## config.mk

```make
export PLATFORM = sky130hd
export DESIGN_NAME = mach_ram_bridge
export DESIGN_NICKNAME = d
export VERILOG_FILES = /design/src/rtl/mach_pkg.sv /design/src/rtl/mach_ram_bridge.sv
export SDC_FILE = /design/constraint.sdc
export NUM_CORES = 1
export LEC_CHECK = 0
export CORE_UTILIZATION = 45
export DETAILED_ROUTE_END_ITERATION = 8
export GPL_ROUTABILITY_DRIVEN = 0
export GPL_TIMING_DRIVEN = 0
export PLACE_DENSITY_LB_ADDON = 0.05
export SYNTH_ARGS = -nofsm -noshare
export SYNTH_HDL_FRONTEND = slang
export SYNTH_SLANG_ARGS = --single-unit
```

## constraint.sdc

```tcl
create_clock -name CLK -period 4.3 [get_ports CLK]
set_input_delay 0.645 -clock CLK [delete_from_list [all_inputs] [get_ports CLK]]
set_output_delay 0.645 -clock CLK [all_outputs]
set_load 0.03 [all_outputs]
```

## src/rtl/mach_pkg.sv

```systemverilog
// Shared definitions for the V810 RAM-bus to 16-bit memory bridge.
//   state_t  : bridge FSM states
//   RW_READ / RW_WRITE : encoding of the bus RW (RAM_WEn) line
package mach_pkg;

   typedef enum logic [2:0] {
      ST_IDLE = 3'd0,   // waiting for a bus cycle start
      ST_LO   = 3'd1,   // low 16-bit half in flight on the memory port
      ST_HI   = 3'd2,   // high 16-bit half in flight on the memory port
      ST_WAIT = 3'd3,   // optional extra CE cycles before ready
      ST_DONE = 3'd4    // RAM_READYn asserted until the CPU samples it
   } state_t;

   localparam logic RW_READ  = 1'b1;
   localparam logic RW_WRITE = 1'b0;

endpackage

```

## src/rtl/mach_ram_bridge.sv

```systemverilog
// Bridge between the 32-bit V810 RAM bus and a 16-bit request/acknowledge
// memory port. Each bus cycle becomes one or two 16-bit transfers; halves with
// no enabled bytes are skipped. Read data is assembled into RAM_DO and the bus
// cycle is closed with RAM_READYn.
//
// Ports
//   CLK, RES      clock, asynchronous active-high reset
//   CE            CPU clock enable; qualifies every bus-side decision
//   BCYSTn        bus cycle start (active low)
//   RAM_A/DI/DO   byte address, write data, read data (32-bit)
//   RAM_CEn       RAM select (active low)
//   RAM_WEn       RW: 1 = read, 0 = write
//   RAM_BEn       byte enables (active low)
//   RAM_READYn    cycle complete (active low)
//   MEM_A         16-bit word address
//   MEM_D/MEM_Q   write / read data of the memory port
//   MEM_BEn       byte enables (active low)
//   MEM_WE        1 = write, only while MEM_REQ is high
//   MEM_REQ       level request, held until the acknowledge cycle
//   MEM_ACK       one-clock acknowledge pulse
module mach_ram_bridge
   import mach_pkg::*;
#(
   parameter int ADDR_W  = 21,
   parameter int WAIT_CE = 0
) (
   input  logic              CLK,
   input  logic              RES,
   input  logic              CE,
   input  logic              BCYSTn,
   input  logic [ADDR_W-1:0] RAM_A,
   input  logic [31:0]       RAM_DI,
   output logic [31:0]       RAM_DO,
   input  logic              RAM_CEn,
   input  logic              RAM_WEn,
   input  logic [3:0]        RAM_BEn,
   output logic              RAM_READYn,
   output logic [ADDR_W-2:0] MEM_A,
   output logic [15:0]       MEM_D,
   input  logic [15:0]       MEM_Q,
   output logic [1:0]        MEM_BEn,
   output logic              MEM_WE,
   output logic              MEM_REQ,
   input  logic              MEM_ACK
);

   // Where a finished transfer goes: with no extra wait cycles WAIT is
   // bypassed entirely so it costs no clock.
   localparam state_t     POST_XFER = (WAIT_CE == 0) ? ST_DONE : ST_WAIT;
   localparam logic [3:0] WAIT_LAST = 4'(WAIT_CE - 1);

   state_t            state_q,    state_d;
   logic [ADDR_W-3:0] word_a_q,   word_a_d;    // RAM_A[ADDR_W-1:2]
   logic [15:0]       hi_d_q,     hi_d_d;      // DI[31:16] for the high half
   logic [1:0]        hi_ben_q,   hi_ben_d;
   logic              hi_need_q,  hi_need_d;
   logic              we_q,       we_d;
   logic              abort_q,    abort_d;     // RAM_CEn went high mid-cycle
   logic [3:0]        wait_cnt_q, wait_cnt_d;
   logic [31:0]       ram_do_q,   ram_do_d;
   logic              ready_n_q,  ready_n_d;
   logic [ADDR_W-2:0] mem_a_q,    mem_a_d;
   logic [15:0]       mem_d_q,    mem_d_d;
   logic [1:0]        mem_ben_q,  mem_ben_d;
   logic              mem_req_q,  mem_req_d;
   logic              abort_now;
   logic [1:0]        unused_addr_lsb;

   // The memory port is 16 bits wide; the byte lane within a word is
   // expressed through the byte enables, so A[1:0] carries no information.
   assign unused_addr_lsb = RAM_A[1:0];

   always_comb begin
      state_d    = state_q;
      word_a_d   = word_a_q;
      hi_d_d     = hi_d_q;
      hi_ben_d   = hi_ben_q;
      hi_need_d  = hi_need_q;
      we_d       = we_q;
      abort_d    = abort_q;
      wait_cnt_d = wait_cnt_q;
      ram_do_d   = ram_do_q;
      mem_a_d    = mem_a_q;
      mem_d_d    = mem_d_q;
      mem_ben_d  = mem_ben_q;
      mem_req_d  = mem_req_q;

      // A deselect seen on this CE edge counts immediately, so a half that
      // completes on the same edge is already treated as the last one.
      abort_now = abort_q | (CE & RAM_CEn);
      if ((state_q != ST_IDLE) && CE && RAM_CEn) begin
         abort_d = 1'b1;
      end

      case (state_q)
         ST_IDLE: begin
            if (CE && !BCYSTn && !RAM_CEn) begin
               word_a_d   = RAM_A[ADDR_W-1:2];
               hi_d_d     = RAM_DI[31:16];
               hi_ben_d   = RAM_BEn[3:2];
               hi_need_d  = (RAM_BEn[3:2] != 2'b11);
               abort_d    = 1'b0;
               wait_cnt_d = 4'd0;
               case (RAM_WEn)
                  RW_READ:  we_d = 1'b0;
                  RW_WRITE: we_d = 1'b1;
               endcase
               if (RAM_BEn[1:0] != 2'b11) begin
                  state_d   = ST_LO;
                  mem_req_d = 1'b1;
                  mem_a_d   = {RAM_A[ADDR_W-1:2], 1'b0};
                  mem_d_d   = RAM_DI[15:0];
                  mem_ben_d = RAM_BEn[1:0];
               end else if (RAM_BEn[3:2] != 2'b11) begin
                  state_d   = ST_HI;
                  mem_req_d = 1'b1;
                  mem_a_d   = {RAM_A[ADDR_W-1:2], 1'b1};
                  mem_d_d   = RAM_DI[31:16];
                  mem_ben_d = RAM_BEn[3:2];
               end else begin
                  state_d = POST_XFER;
               end
            end
         end

         ST_LO: begin
            if (MEM_ACK) begin
               ram_do_d[15:0] = MEM_Q;
               if (hi_need_q && !abort_now) begin
                  // REQ stays high; the port switches to the high half.
                  state_d   = ST_HI;
                  mem_a_d   = {word_a_q, 1'b1};
                  mem_d_d   = hi_d_q;
                  mem_ben_d = hi_ben_q;
               end else begin
                  mem_req_d = 1'b0;
                  state_d   = abort_now ? ST_IDLE : POST_XFER;
               end
            end
         end

         ST_HI: begin
            if (MEM_ACK) begin
               ram_do_d[31:16] = MEM_Q;
               mem_req_d       = 1'b0;
               state_d         = abort_now ? ST_IDLE : POST_XFER;
            end
         end

         ST_WAIT: begin
            if (CE) begin
               if (abort_now) begin
                  state_d = ST_IDLE;
               end else if (wait_cnt_q == WAIT_LAST) begin
                  state_d = ST_DONE;
               end else begin
                  wait_cnt_d = wait_cnt_q + 4'd1;
               end
            end
         end

         ST_DONE: begin
            if (CE) begin
               state_d = ST_IDLE;
            end
         end

         default: state_d = ST_IDLE;
      endcase
   end

   // Ready is registered from the next state so the bus sees a clean level.
   assign ready_n_d = (state_d != ST_DONE);

   always_ff @(posedge CLK or posedge RES) begin
      if (RES) begin
         state_q    <= ST_IDLE;
         word_a_q   <= '0;
         hi_d_q     <= '0;
         hi_ben_q   <= 2'b11;
         hi_need_q  <= 1'b0;
         we_q       <= 1'b0;
         abort_q    <= 1'b0;
         wait_cnt_q <= 4'd0;
         ram_do_q   <= '0;
         ready_n_q  <= 1'b1;
         mem_a_q    <= '0;
         mem_d_q    <= '0;
         mem_ben_q  <= 2'b11;
         mem_req_q  <= 1'b0;
      end else begin
         state_q    <= state_d;
         word_a_q   <= word_a_d;
         hi_d_q     <= hi_d_d;
         hi_ben_q   <= hi_ben_d;
         hi_need_q  <= hi_need_d;
         we_q       <= we_d;
         abort_q    <= abort_d;
         wait_cnt_q <= wait_cnt_d;
         ram_do_q   <= ram_do_d;
         ready_n_q  <= ready_n_d;
         mem_a_q    <= mem_a_d;
         mem_d_q    <= mem_d_d;
         mem_ben_q  <= mem_ben_d;
         mem_req_q  <= mem_req_d;
      end
   end

   assign RAM_DO     = ram_do_q;
   assign RAM_READYn = ready_n_q;
   assign MEM_A      = mem_a_q;
   assign MEM_D      = mem_d_q;
   assign MEM_BEn    = mem_ben_q;
   assign MEM_REQ    = mem_req_q;
   assign MEM_WE     = mem_req_q & we_q;

endmodule

```

==> flow_metrics.env, run 1 <==
export IMPL_cp_max_fo=10
export IMPL_wl_per_cell_um=17.0
export IMPL_reg2reg_from="state_q[2]"
export IMPL_p_per_area_nw_per_um2=779
export IMPL_seq_area_frac_synth_pct=55.8
export IMPL_final_fill_count=881
export IMPL_fmaxAchievable_ghz=0.425
export IMPL_finish_net_count=634
export IMPL_vias_per_cell=5.13
export IMPL_cts_clk_slew_worst_paths_ps=50
export IMPL_final_cell_mix="150 x clkdlybuf4s50_1, 114 x dfrtp_1, 107 x mux2_2, 26 x nand2_1, 25 x o21ai_0"
export IMPL_min_path_type="register to register"
export IMPL_antenna_cells=0
export IMPL_cts_hold_buf=0
export IMPL_rr_worst_depth=7
export IMPL_portBuffers=150
export IMPL_finalMaxSlewViolations=0
export IMPL_drc=16
export IMPL_ctsResizeCount=0
export IMPL_fp_row_count=39
export IMPL_io_pins=153
export IMPL_setup_viol=0
export IMPL_synth_cell_area_um2=5350
export IMPL_timing_rr_end="MEM_D[9]"
export IMPL_synth_nets=464
export IMPL_grt_overflow=0
export IMPL_place_ws_ps=1520
export IMPL_clockBufferDepth=2
export IMPL_grt_pass1_vias=4043
export IMPL_drt_pass1_iterations=6
export IMPL_drt_iter0_drc=171
export IMPL_cts_root_buf="clkbuf_16"
export IMPL_regToRegSetupSlack_ps=2280
export IMPL_period_needed_ps=2360
export IMPL_critPathCapture="MEM_D[9]"
export IMPL_crit_path_end_kind="register"
export IMPL_antenna_found_initial=0
export IMPL_max_slew_margin_pct=70.1
export IMPL_dp_hpwl_um=8400
export IMPL_clock_latency_ps=410
export IMPL_peakVddDrop_mv=0.456
export IMPL_die_width_um=111
export IMPL_max_slew_worst_pin_slew_ps=449
export IMPL_synthCells=383
export IMPL_cts_htree_levels=4
export IMPL_cts_num_sinks=119
export IMPL_yosysWarnings=0
export IMPL_fin_crit_sh_pct=54.8
export IMPL_antenna_left=0
export IMPL_drive_gt1_share_pct=33.2
export IMPL_area_growth_pct=44.0
export IMPL_grt_usage_pct=21.3
export IMPL_final_cells=709
export IMPL_required_ps=4590
export IMPL_startpoint="CE"
export IMPL_layout_commonest_cell="clkdlybuf4s50_1"
export IMPL_place_inst=677
export IMPL_die_area_um2=12300
export IMPL_start_kind="input pin"
export IMPL_worst_setup_path_type="input pin to register"
export IMPL_max_cap_violations=0
export IMPL_finalWirelength_um=12000
export IMPL_layout_setup_ws_ps=1940
export IMPL_crit_arrival_ps=2640
export IMPL_num_vias=3638
export IMPL_avgSynthCellArea_um2=14.0
export IMPL_cts_buffers=17
export IMPL_holdWs_ps=487
export IMPL_fin_skew_ps=6.41
export IMPL_post_cts_setup_buffers=0
export IMPL_grt_first_pass_wirelength_um=20200
export IMPL_grt_max_degree=92
export IMPL_cts_tree="done"
export IMPL_core_um2=11500
export IMPL_yosysUniqueCellTypes=38
export IMPL_die_h_um=111
export IMPL_violations="design-rule violations"
export IMPL_status="complete, but fails checks"
export IMPL_start_util_pct=46.4
export IMPL_hold_viol=0
export IMPL_synth_seq_cells=119
export IMPL_leakage_nw=3.31
export IMPL_rsz0062_at_grt="false"
==> worst max-delay path, stage by stage <==
cell,delay (ps)
clkdlybuf4s50_1,550
nor2b_1,230
nand3_1,250
o32ai_2,260
buf_6,230
buf_12,170
mux2_4,300
==> cells by family after synthesis <==
family	after synthesis	share of synthesized area [%]
flops	119	55.8
compound gates	39	4.59
buf+inv	27	3.37
mux	142	30.9
simple gates	55	5.17
fa+ha+maj	1	0.234
==> layout make-up <==
cell class / count / area, um^2 / area share, %
Buffer: 20 / 154 / 2.00
Clock buffer: 25 / 526 / 6.82
Clock inverter: 7 / 113 / 1.46
Inverter: 7 / 31.3 / 0.406
Multi-Input combinational cell: 237 / 2180 / 28.4
Sequential cell: 119 / 2980 / 38.8
Tap cell: 143 / 179 / 2.32
Timing Repair Buffer: 151 / 1530 / 19.9
==> state kept, by name, indices dropped and copies added (netlist names) <==
register    cells
hi_d_q         16
wait_cnt_q      4
hi_ben_q        2
hi_need_q       1
word_a_q       19
RAM_DO         32
state_q         3
abort_q         1
we_q            1
MEM_D          16
MEM_BEn         2
MEM_A          20
MEM_REQ         1
RAM_READYn      1
==> metal layers <==
layer	GRT usage, %	share of wire, %	up-vias
li1	-	-	1707
met1	25.7	43	1814
met2	35.4	50	111
met3	7.87	6.6	6
met4	6.67	0.71	0
met5	0	0	-
==> cell usage after synthesis (all sizes together) <==
library cell / instances / area (um^2)
nor3b: 2 / 31.3
mux2i: 16 / 160
and3: 1 / 6.26
o221ai: 2 / 17.5
buf: 19 / 150
a21boi: 1 / 7.51
clkbuf: 1 / 3.75
o22a: 1 / 8.76
a211o: 1 / 8.76
nor2b: 4 / 25.0
o31ai: 1 / 7.51
nor2: 7 / 26.3
o21ai: 25 / 125
o211ai: 1 / 7.51
o32ai: 1 / 16.3
and2b: 1 / 7.51
nand3: 7 / 35.0
inv: 7 / 26.3
mux2: 126 / 1490
and2: 2 / 12.5
nand2: 27 / 104
nand4: 1 / 6.26
or3: 2 / 12.5
ha: 1 / 12.5
o32a: 1 / 10.0
a2111oi: 1 / 8.76
nor4bb: 1 / 10.0
a2bb2oi: 2 / 17.5
dfrtp: 114 / 2850
dfstp: 5 / 131
a21oi: 2 / 10.0
==> how the worst min path moves through the flow <==
stage	start	endpoint	slack (ps)	depth (start not counted)
2_1_floorplan	we_q	we_q	440	2
3_3_place_gp	we_q	we_q	460	2
3_5_place_dp	MEM_A[0]	MEM_A[0]	480	1
4_1_cts	MEM_A[0]	MEM_A[0]	490	1
5_1_grt	MEM_A[0]	MEM_A[0]	510	1
6_report	MEM_A[0]	MEM_A[0]	490	1
==> metrics by stage <==
stage | instance area [um^2] | util (%) | TNS, ps | power [W]
2_1_floorplan | 5350 | - | 0 | 0.00353
3_3_place_gp | 7030 | 61.0 | -142510 | 0.00447
5_1_grt | 7700 | 66.9 | 0 | 0.00630
6_report | 7700 | 66.9 | 0 | 0.00600
3_5_place_dp | 7060 | 61.3 | 0 | 0.00454
4_1_cts | 7700 | 66.9 | 0 | 0.00607
==> where the power goes <==
group / leakage (nW) / switching (W) / internal, W / total (W)
clock: 0.315 / 0.000474 / 0.00102 / 0.00149
combinational: 1.56 / 0.00126 / 0.00129 / 0.00255
sequential: 1.43 / 0.000281 / 0.00168 / 0.00196
total: 3.31 / 0.00202 / 0.00398 / 0.00600
Power figures use the tool's default switching activity.
==> inputs of run 2 (changes only) <==
==> constraint.sdc (replaced) <==
create_clock -name CLK -period 2.2 [get_ports CLK]
set_input_delay 0.33 -clock CLK [delete_from_list [all_inputs] [get_ports CLK]]
set_output_delay 0.33 -clock CLK [all_outputs]
set_load 0.03 [all_outputs]
==> run 2 against run 1 <==
  * The flow still finishes with violations (design-rule violations)
  * Clock power rose by 97%
  * Via count shrank 0.82%
  * Clock skew is 4.8 ps higher
  * Non-clock buffer count rose by 1
  * Critical path type unchanged
  * Critical endpoint is now MEM_D[6]
  * Largest cell class unchanged
==> flow_metrics.env, run 2 (synthesis gave the netlist of run 1 again) <==
export IMPL_status="complete, but fails checks"
export IMPL_violations="design-rule violations"
export IMPL_hold_viol=0
export IMPL_start_kind="input pin"
export IMPL_cts_buffers=17
export IMPL_dp_hpwl_um=8500
export IMPL_die_width_um=111
export IMPL_grt_usage_pct=21.4
export IMPL_ctsResizeCount=0
export IMPL_intPower_w=0.00780
export IMPL_pwr_share_clk_pct=25.0
export IMPL_core_um2=11500
export IMPL_leakage_nw=3.31
export IMPL_die_h_um=111
export IMPL_reg2reg_from="state_q[2]"
export IMPL_layout_commonest_cell="clkdlybuf4s50_1"
export IMPL_place_ws_ps=-269
export IMPL_fin_skew_ps=11.2
export IMPL_worst_setup_path_type="input pin to register"
export IMPL_clockBufferDepth=2
export IMPL_vias_per_cell=5.08
export IMPL_largest_register_ffs=32
export IMPL_setup_viol=0
export IMPL_cts_tree="done"
export IMPL_timing_rr_end="MEM_D[6]"
export IMPL_fin_crit_sh_pct=92.8
export IMPL_io_pins=153
export IMPL_tns_ps=0
export IMPL_grt_first_pass_wirelength_um=20300
export IMPL_max_slew_margin_pct=38.7
export IMPL_cp_max_fo=10
export IMPL_drc=18
export IMPL_required_ps=2490
export IMPL_start_util_pct=46.4
export IMPL_finalMaxSlewViolations=0
export IMPL_layout_setup_ws_ps=158
export IMPL_cts_root_buf="clkbuf_16"
export IMPL_max_slew_worst_pin_slew_ps=918
export IMPL_die_area_um2=12300
export IMPL_crit_path_end_kind="register"
export IMPL_finalWirelength_um=11900
export IMPL_num_vias=3608
export IMPL_grt_max_degree=43
export IMPL_post_cts_setup_buffers=0
export IMPL_clock_latency_ps=410
export IMPL_grt_overflow=0
export IMPL_drt_pass1_iterations=6
export IMPL_peakVddDrop_mv=0.969
export IMPL_fmaxAchievable_ghz=0.490
export IMPL_switching_share_pct=33.6
export IMPL_antenna_cells=0
export IMPL_cts_hold_buf=0
export IMPL_period_needed_ps=2040
export IMPL_cts_htree_levels=4
export IMPL_power_share_combinational_pct=42.3
export IMPL_drive_gt1_share_pct=33.2
export IMPL_drt_iter0_drc=146
export IMPL_regToRegSetupSlack_ps=180
export IMPL_portBuffers=150
export IMPL_antenna_found_initial=0
export IMPL_grt_pass1_vias=4004
export IMPL_finish_net_count=635
export IMPL_max_cap_violations=0
export IMPL_cts_clk_slew_worst_paths_ps=50
export IMPL_fp_row_count=39
export IMPL_final_cell_mix="150 x clkdlybuf4s50_1, 114 x dfrtp_1, 107 x mux2_2, 26 x nand2_1, 25 x o21ai_0"
export IMPL_p_sw_w=0.00395
export IMPL_wl_per_cell_um=16.8
export IMPL_min_path_type="input pin to asynchronous set/reset pin"
export IMPL_antenna_left=0
export IMPL_p_seq_share_pct=32.6
export IMPL_crit_arrival_ps=2330
export IMPL_p_per_area_nw_per_um2=1530
export IMPL_area_growth_pct=44.1
export IMPL_cts_num_sinks=119
export IMPL_rr_worst_depth=7
export IMPL_rsz0062_at_grt="false"
## run 2: critical path: stages
cell             delay (ps)
clkdlybuf4s50_1         560
nor2b_1                 230
nand3_1                 250
o32ai_2                 250
buf_6                   230
buf_12                  160
mux2_4                  310
## run 2: through the flow
step                total power (W)  cell area (um^2)  instances  hold WS (ps)  util, %
finish                       0.0118              7710        710           465     66.9
global placement            0.00874              7030        676           457     61.1
CTS                          0.0119              7710        710           476     66.9
global route                 0.0123              7710        710           514     66.9
floorplan                   0.00690              5350        383           440        -
detailed placement          0.00888              7070        678           464     61.4
## run 2: power by group through the flow
stage                     clock network [W]  registers, W  logic (W)
after global placement                    0       0.00380    0.00493
after global routing                0.00309       0.00396    0.00527
after detailed placement                  0       0.00386    0.00502
after CTS                           0.00300       0.00385    0.00504
after floorplan                           0       0.00509    0.00181
final                               0.00294       0.00384    0.00497
## run 2: area by class of cell
| cell class | count | area [um^2] |
|---|---|---|
| fill | 860 | 3810 |
| sequential | 119 | 2980 |
| multi-input combinational | 237 | 2180 |
| timing repair buffer | 152 | 1540 |
| clock buffer | 23 | 488 |
| tap | 143 | 179 |
| buffer | 20 | 154 |
| clock inverter | 9 | 145 |
| inverter | 7 | 30.0 |
## run 2: routing by layer
layer,GRT usage (%),vias up,routed length (um)
met5,0,-,0
met3,7.00,11,598
met4,8.92,0,155
li1,-,1706,-
met2,33.9,88,5750
met1,26.9,1803,5440
## run 2: worst max-delay path by stage
stage	start	endpoint	slack, ps
floorplan	RES	MEM_A[0]	420
global placement	RES	MEM_D[5]	-740
detailed placement	CE	MEM_D[6]	-270
CTS	state_q[2]	MEM_D[6]	160
global route	state_q[2]	MEM_D[6]	70
finish	CE	MEM_D[6]	160
